`config.mk`:
```
export PLATFORM = sky130hd
export DESIGN_NAME = fetch_unit
export DESIGN_NICKNAME = d
export VERILOG_FILES = /design/src/rtl/fetch_unit.sv
export SDC_FILE = /design/constraint.sdc
export NUM_CORES = 1
export LEC_CHECK = 0
export CORE_UTILIZATION = 25
export DETAILED_ROUTE_END_ITERATION = 8
export SYNTH_ARGS = -nofsm -noshare
export SYNTH_HDL_FRONTEND = slang
export SYNTH_SLANG_ARGS = --single-unit
```
`constraint.sdc`:
```
create_clock -name clk -period 1.62 [get_ports clk]
set_input_delay 0.324 -clock clk [delete_from_list [all_inputs] [get_ports clk]]
set_output_delay 0.324 -clock clk [all_outputs]
set_load 0.05 [all_outputs]
```
`src/rtl/fetch_unit.sv`:
```
// Instruction fetch stage: 8-bit PC, each 16-bit word read as two bytes (high at pc, low at pc+1).
// Build macro FETCH_TIMEOUT_EN adds a mem_ack watchdog with a sticky fault flag.
module fetch_unit #(
  parameter logic [7:0] RESET_PC       = 8'h00,
  parameter int         TIMEOUT_CYCLES = 16
) (
  input  logic        clk,
  input  logic        rst_n,
  input  logic        en,
  input  logic        pc_load,
  input  logic [7:0]  pc_in,
  output logic        mem_req,
  output logic [7:0]  mem_addr,
  input  logic        mem_ack,
  input  logic [7:0]  mem_rdata,
  output logic [15:0] inst,
  output logic        dec_en,
  input  logic        dec_ready,
  output logic [7:0]  pc,
  output logic        busy,
  output logic        fault
);

  typedef enum logic [1:0] {IDLE, RD_HI, RD_LO, ISSUE} state_t;

  state_t      state, state_nxt;
  logic [7:0]  pc_nxt, mem_addr_nxt, pend_pc, pend_pc_nxt, load_val;
  logic [15:0] inst_nxt;
  logic        mem_req_nxt, dec_en_nxt, pend_valid, pend_valid_nxt, load_any;

  if (TIMEOUT_CYCLES < 1) begin : g_bad_timeout
    $error("fetch_unit: TIMEOUT_CYCLES must be at least 1");
  end

  // A pc_load landing on the same edge the transaction ends still counts as the latest load.
  assign load_any = pc_load | pend_valid;
  assign load_val = pc_load ? pc_in : pend_pc;

`ifdef FETCH_TIMEOUT_EN
  localparam int TMO_W = $clog2(TIMEOUT_CYCLES + 1);

  logic [TMO_W-1:0] tmo_cnt;
  logic             reading, timed_out, fault_nxt;

  assign reading   = (state == RD_HI) || (state == RD_LO);
  assign timed_out = reading && !mem_ack && (tmo_cnt == TMO_W'(TIMEOUT_CYCLES - 1));

  always_ff @(posedge clk or negedge rst_n) begin
    if (!rst_n) begin
      tmo_cnt <= '0;
      fault   <= 1'b0;
    end else begin
      fault <= fault_nxt;
      if (!reading || mem_ack || timed_out)
        tmo_cnt <= '0;
      else
        tmo_cnt <= tmo_cnt + 1'b1;
    end
  end
`else
  assign fault = 1'b0;
`endif

  always_ff @(posedge clk or negedge rst_n) begin
    if (!rst_n)
      state <= IDLE;
    else
      state <= state_nxt;
  end

  always_comb begin
    state_nxt      = state;
    pc_nxt         = pc;
    inst_nxt       = inst;
    mem_req_nxt    = mem_req;
    mem_addr_nxt   = mem_addr;
    dec_en_nxt     = dec_en;
    pend_valid_nxt = pend_valid;
    pend_pc_nxt    = pend_pc;
`ifdef FETCH_TIMEOUT_EN
    fault_nxt      = fault;
`endif

    if (state != IDLE && pc_load) begin
      pend_valid_nxt = 1'b1;
      pend_pc_nxt    = pc_in;
    end

    unique case (state)
      IDLE: begin
        if (pc_load) begin
          pc_nxt = pc_in;
        end else if (en && !fault) begin
          mem_req_nxt  = 1'b1;
          mem_addr_nxt = pc;
          state_nxt    = RD_HI;
        end
      end
      RD_HI: begin
        if (mem_ack) begin
          inst_nxt[15:8] = mem_rdata;
          mem_addr_nxt   = pc + 8'd1;
          state_nxt      = RD_LO;
        end
      end
      RD_LO: begin
        if (mem_ack) begin
          inst_nxt[7:0] = mem_rdata;
          mem_req_nxt   = 1'b0;
          dec_en_nxt    = 1'b1;
          state_nxt     = ISSUE;
        end
      end
      ISSUE: begin
        if (dec_ready) begin
          dec_en_nxt     = 1'b0;
          pc_nxt         = load_any ? load_val : pc + 8'd2;
          pend_valid_nxt = 1'b0;
          state_nxt      = IDLE;
        end
      end
      default: state_nxt = IDLE;
    endcase

`ifdef FETCH_TIMEOUT_EN
    if (state == IDLE && pc_load)
      fault_nxt = 1'b0;
    // Abandon the read; the PC stays on the faulting instruction unless a load arrived.
    if (timed_out) begin
      mem_req_nxt    = 1'b0;
      fault_nxt      = 1'b1;
      pc_nxt         = load_any ? load_val : pc;
      pend_valid_nxt = 1'b0;
      state_nxt      = IDLE;
    end
`endif
  end

  always_ff @(posedge clk or negedge rst_n) begin
    if (!rst_n) begin
      pc         <= RESET_PC;
      inst       <= '0;
      mem_req    <= 1'b0;
      mem_addr   <= '0;
      dec_en     <= 1'b0;
      busy       <= 1'b0;
      pend_valid <= 1'b0;
      pend_pc    <= '0;
    end else begin
      pc         <= pc_nxt;
      inst       <= inst_nxt;
      mem_req    <= mem_req_nxt;
      mem_addr   <= mem_addr_nxt;
      dec_en     <= dec_en_nxt;
      busy       <= (state_nxt != IDLE);
      pend_valid <= pend_valid_nxt;
      pend_pc    <= pend_pc_nxt;
    end
  end

endmodule

```
==> run_results.csv, run 1 <==
group,metric,value,unit
logic_synthesis,synth_cells,218,
power,p_comb_share,61.9,%
floorplanning,core_area,0.00889,mm²
cells_and_area,final_common_cell,"buf_4",
clock_tree,cts_made_buffers,5,
clock_tree,clkTransAtPathRegs,0.09,ns
clock_tree,clock_latency,0.30,ns
cells_and_area,area_growth,46.2,%
clock_tree,clockBufferDepth,2,
worst_setup_path,setup.worst_path.class,"flop to flop",
clock_tree,ctsHoldBuffers,0,
logic_synthesis,yosys.area.top_type,"dfrtp_1",
routing,drt_iter0_markers,123,
worst_setup_path,timing.rr.end,"pend_pc[5]",
clock_tree,cts_max_level,2,
logic_synthesis,synth-edff-count,0,
run_status,violations,"negative hold slack",
worst_setup_path,crit_chain,"buf_4 -> o21ai_2 -> mux2_2",
routing,wl,5840,µm
logic_synthesis,synthFlopType,"dfrtp_1",
power,leakage,0.00148,µW
clock_tree,cts_sinks,46,
worst_setup_path,path_buf_inv,1,
timing,fin_hold_ws,-0.00499,ns
logic_synthesis,synth.top_cell.area_share,49.4,%
timing,fmax,664,MHz
floorplanning,start_util,26.2,%
cells_and_area,nNetsFinal,322,
power,p_int,4340,µW
logic_synthesis,synth_seq_area_share,49.4,%
global_routing,grt_pass1_wl,9810,µm
cells_and_area,drive_above_1_share,36.1,%
global_routing,overflow,0,
logic_synthesis,ys_types,51,
timing,finalSetupViolations,0,
place,placed_area,0.00327,mm²
cells_and_area,layout_common_cells,"50 x buf_4, 41 x dfrtp_1, 19 x clkdlybuf4s50_1, 18 x a21oi_1, 16 x buf_12",
worst_setup_path,cp_slowest_cell,"dfrtp_1",
timing,tightestPinTransition,0.510,ns
logic_synthesis,syn-num-nets,242,
cells_and_area,final_util,38.3,%
worst_setup_path,cp_slowest_stage_delay,0.42,ns
floorplanning,ioPinCount,58,
global_routing,antenna_found_initial,0,
timing,fin_crit,1.51,ns
timing,final.period_utilization,93.0,%
place,io_buffers,56,
clock_tree,root_buffer,"clkbuf_8",
power,powerDensity,2370,mW/mm²
logic_synthesis,ys_top_cells_by_area,"dfrtp_1 49%, mux2_2 7.3%, a21oi_1 3.9%, mux2_1 3.9%, nor2_1 2.4%",
clock_tree,cts_tree,"built",
logic_synthesis,syn_avg_cell_area,10.7,µm²
timing,fin_skew,0.00937,ns
logic_synthesis,ys_ff_latch,46,
power,p_switching,3740,µW
worst_setup_path,start_kind,"flop",
routing,detail_route.vias_per_cell,4.82,
cells_and_area,finalInstanceArea,0.00341,mm²
routing,ant_nets,0,
run_status,status,"finished, violations left",
worst_setup_path,rr_startpoint,"state[1]",
timing,slew_violations,0,
timing,relSlewSlack,66.0,%
worst_setup_path,worstPathRequired,1.81,ns
power,seqPwrFrac,27.0,%
worst_setup_path,rrSetupSlack,0.11,ns
floorplanning,die_x,98.5,µm
floorplanning,die_area,0.00971,mm²
routing,vias,1962,
worst_setup_path,end_kind,"flop",
cells_and_area,regArea,0.00116,mm²
logic_synthesis,synth_area,0.00233,mm²
cells_and_area,num_antenna_cells,0,
worst_setup_path,ff2ff_path_depth,3,
place,hpwlAfterDp,4380,µm
job,maxCapViolations,0,
floorplanning,rows,34,
routing,detail_route.wl_per_cell,14.3,µm
floorplanning,die_h,98.5,µm
routing,first_pass_iters,7,
worst_setup_path,path_delay_family,"flip-flops",
cells_and_area,multi_input_area,0.00107,mm²
cells_and_area,n_fill_cell,863,
worst_setup_path,cp.arrival,1.69,ns
global_routing,grtUsageTotal,12.8,%
routing,route.detailed.drc,0,
hold_path,min-delay-path-class,"input pin to async pin",
power,clockPowerShare,11.0,%
timing,final_hold_viol_count,8,
global_routing,grt_pass1_vias,1888,
logic_synthesis,ys_warn_count,0,
global_routing,grt_max_degree,47,
power,ir_worst_vdd,0.690,mV
logic_synthesis,synthArstFlopShare,100,%
place,gp_congestion,0.805,
worst_setup_path,cp_max_fo,10,
timing,rsz0062_at_grt,"no",
power,power.share.switching,46.3,%
sequential cells by signal, indices dropped and copies added (netlist names):
name and count:
pc 8, dec_en 1, mem_req 1, mem_addr 8, inst 16, busy 1, pend_pc 8, state 2
pend_valid 1
cells in the mapped netlist, types with 5 or more instances:
cell type   n
xor2_1      5
dfrtp_1    46
buf_4       5
a21oi_1    18
mux2_2     15
nand2_1    13
nor2_1     15
o21ai_0    10
buf_2       5
mux2_1      8
inv_1       6
nand3_1     6
layer usage:
metal | global-route usage (%) | vias to the layer above | routed length, µm
li1 | - | 931 | -
met5 | 0 | - | 0
met1 | 17.2 | 975 | 2680
met2 | 20.5 | 50 | 2830
met3 | 3.26 | 6 | 283
met4 | 3.21 | 0 | 50
cells by family (layout without fill, tap and decap cells):
group,Yosys count,in the layout,share of synthesized area (%)
simple gates,62,62,14.2
mux,24,24,11.5
fa+ha+maj,2,2,1.07
xor+xnor,8,8,3.01
compound gates,55,55,16.0
other cells,1,1,0.161
flops,46,46,49.4
buf+inv,20,101,4.62
through the flow:
step | power, µW | instances | setup TNS (ns) | worst slack (ns)
2_1_floorplan | 5190 | 218 | -0.0135 | -0.0135
3_3_place_gp | 7160 | 397 | -5.80 | -0.325
3_5_place_dp | 7220 | 397 | -6.44 | -0.327
4_1_cts | 8150 | 407 | 0 | 0.0178
5_1_grt | 8560 | 407 | 0 | 0.0290
6_report | 8080 | 407 | 0 | 0.113
power by group through the flow:
stage / Sequential [µW] / Combinational, µW / Clock [µW]
after floorplan: 3580 / 1610 / 0
after global placement: 2190 / 4960 / 0
after detailed placement: 2210 / 5010 / 0
after CTS: 2190 / 5030 / 923
after global routing: 2270 / 5310 / 978
final: 2180 / 5010 / 892
worst max-delay path by stage:
stage | start | end | cells past startpoint
final | state[1] | pend_pc[5] | 3
after global routing | state[1] | pend_pc[2] | 3
after CTS | pc_load | pc[7] | 6
after detailed placement | pc_load | pc[6] | 5
after global placement | pc_load | pc[6] | 5
after floorplan | pc[5] | pc[6] | 4
timing repair:
item / CTS / global route
pin swaps: 0 / 0
buffers inserted: 2 / 0
endpoints found under the setup margin: 1 / 5
resized for setup: 0 / 3
layout make-up:
class / count / share of cell area, %
inverter: 6 / 0.661
sequential: 46 / 34.0
timing repair buffer: 87 / 26.5
clock buffer: 7 / 2.53
multi-input combinational: 152 / 31.5
clock inverter: 1 / 0.881
tap: 108 / 3.97
Note: power is estimated with default switching activity, not from simulation.
==> run 2, diff against run 1 <==
==> constraint.sdc (replaced) <==
create_clock -name clk -period 1.9 [get_ports clk]
set_input_delay 0.38 -clock clk [delete_from_list [all_inputs] [get_ports clk]]
set_output_delay 0.38 -clock clk [all_outputs]
set_load 0.05 [all_outputs]
==> run_results.csv, run 2 (synthesized netlist as in run 1, its figures left out) <==
group,metric,value,unit
worst_setup_path,crit_path_end,"inst[12]",
cells_and_area,area_growth,34.7,%
floorplanning,die_x,98.5,µm
clock_tree,clock_latency,0.30,ns
cells_and_area,drive_above_1_share,26.2,%
cells_and_area,n_fill_cell,908,
power,power.share.switching,50.0,%
clock_tree,clockBufferDepth,2,
cells_and_area,num_antenna_cells,0,
timing,fin_crit,1.85,ns
worst_setup_path,ff2ff_path_depth,5,
global_routing,grt_pass1_vias,1889,
worst_setup_path,rr_startpoint,"pc[1]",
clock_tree,clkTransAtPathRegs,0.09,ns
routing,detail_route.vias_per_cell,4.70,
timing,final_hold_viol_count,0,
floorplanning,die_h,98.5,µm
worst_setup_path,worst-path-stages,1,
power,p_int,3070,µW
timing,relSlewSlack,62.8,%
floorplanning,ioPinCount,58,
timing,finalSetupViolations,0,
worst_setup_path,setup.worst_path.class,"flop to output pin",
routing,first_pass_iters,6,
routing,detail_route.wl_per_cell,14.3,µm
power,p_switching,3070,µW
worst_setup_path,cp.arrival,1.47,ns
floorplanning,core_area,0.00889,mm²
cells_and_area,largest_register_ffs,16,
routing,drt_iter0_markers,104,
clock_tree,ctsHoldBuffers,0,
run_status,status,"completed",
worst_setup_path,cp_slowest_cell,"clkdlybuf4s50_1",
global_routing,grtUsageTotal,12.5,%
timing,fin_ws,0.0534,ns
timing,final.period_utilization,97.2,%
power,ir_worst_vdd,0.691,mV
cells_and_area,final_common_cell,"dfrtp_1",
power,seqPwrFrac,31.3,%
timing,tns,0,ns
power,total_power,6140,µW
global_routing,grt_pass1_wl,9650,µm
place,hpwlAfterDp,4330,µm
cells_and_area,final_util,35.3,%
floorplanning,rows,34,
routing,wl,5630,µm
routing,vias,1850,
timing,tightestPinTransition,0.557,ns
routing,route.detailed.drc,0,
worst_setup_path,worstPathRequired,1.52,ns
clock_tree,cts_max_level,2,
worst_setup_path,crit_chain,"clkdlybuf4s50_1",
power,powerDensity,1950,mW/mm²
worst_setup_path,timing.rr.end,"pc[7]",
power,p_comb_share,59.0,%
power,clockPowerShare,9.7,%
place,gp_congestion,0.829,
power,leakage,0.00136,µW
timing,fmax,542,MHz
place,io_buffers,56,
job,maxCapViolations,0,
cells_and_area,largest-register,"inst",
routing,ant_nets,0,
worst_setup_path,path_delay_family,"buffers and inverters",
worst_setup_path,end_kind,"output pin",
timing,slew_violations,0,
place,dp_worst_setup_slack,-0.0320,ns
cells_and_area,nNetsFinal,309,
worst_setup_path,rrSetupSlack,0.22,ns
floorplanning,start_util,26.2,%
clock_tree,cts_made_buffers,5,
clock_tree,cts_sinks,46,
global_routing,grt_max_degree,27,
clock_tree,cts_tree,"built",
cells_and_area,layout_common_cells,"46 x dfrtp_1, 37 x buf_4, 30 x clkdlybuf4s50_1, 18 x a21oi_1",
worst_setup_path,path_buf_inv,1,
clock_tree,root_buffer,"clkbuf_8",
timing,fin_skew,0.0104,ns
timing,rsz0062_at_grt,"no",
worst_setup_path,cp_max_fo,2,
worst_setup_path,startpoint,"inst[12]",
timing,fin_hold_ws,0.0406,ns
floorplanning,die_area,0.00971,mm²
worst_setup_path,start_kind,"flop",
hold_path,min-delay-path-class,"input pin to async pin",
global_routing,overflow,0,
global_routing,antenna_found_initial,0,
worst_setup_path,cp_slowest_stage_delay,0.81,ns
## run 2: changes by cell type in the layout (fill, tap and decap cells not counted), moves of 3 or more
| cell | before | now |
|---|---|---|
| buf_12 | 16 | 2 |
| buf_4 | 50 | 37 |
| clkdlybuf4s50_1 | 19 | 30 |
| dfrtp_1 | 41 | 46 |
| dfrtp_2 | 5 | 0 |
| dlymetal6s2s_1 | 1 | 4 |
## run 2: final cells by class
| class | instances | area (µm²) | share of cell area [%] |
|---|---|---|---|
| multi-input combinational | 152 | 1070 | 34.1 |
| tap | 108 | 135 | 4.30 |
| clock buffer | 6 | 72.6 | 2.31 |
| timing repair buffer | 74 | 673 | 21.4 |
| inverter | 6 | 22.5 | 0.717 |
| sequential | 46 | 1150 | 36.7 |
| clock inverter | 2 | 13.8 | 0.438 |
## run 2: how the worst min path moves through the flow
| stage | to | slack (ns) | depth (start not counted) |
|---|---|---|---|
| global route | inst[6] | 0.06 | 1 |
| CTS | inst[1] | 0.05 | 1 |
| detailed placement | inst[6] | 0.39 | 1 |
| floorplan | busy | 0.08 | 0 |
| global placement | inst[1] | 0.38 | 1 |
| finish | inst[6] | 0.04 | 1 |
## run 2: power groups by stage
stage	sequential [µW]	clock, µW	combinational, µW
floorplan	3040	0	1370
global placement	1940	0	3620
detailed placement	1950	0	3650
CTS	1930	621	3660
global route	2010	666	3860
finish	1920	597	3620
## run 2: per-layer routing
metal	track usage, %	part of all wire (%)
met2	19.9	49
met3	2.77	3.4
met4	5.05	1.9
met1	16.5	46
met5	0	0
## run 2: timing repair
item,CTS,global route
gates resized for setup,0,4
setup buffers,0,0
setup endpoints to repair,0,4
## run 2: through the flow
stage	instances	cell area, µm²
6_report	394	3140
5_1_grt	394	3140
4_1_cts	394	3130
3_5_place_dp	386	3040
3_3_place_gp	386	3040
2_1_floorplan	218	2330
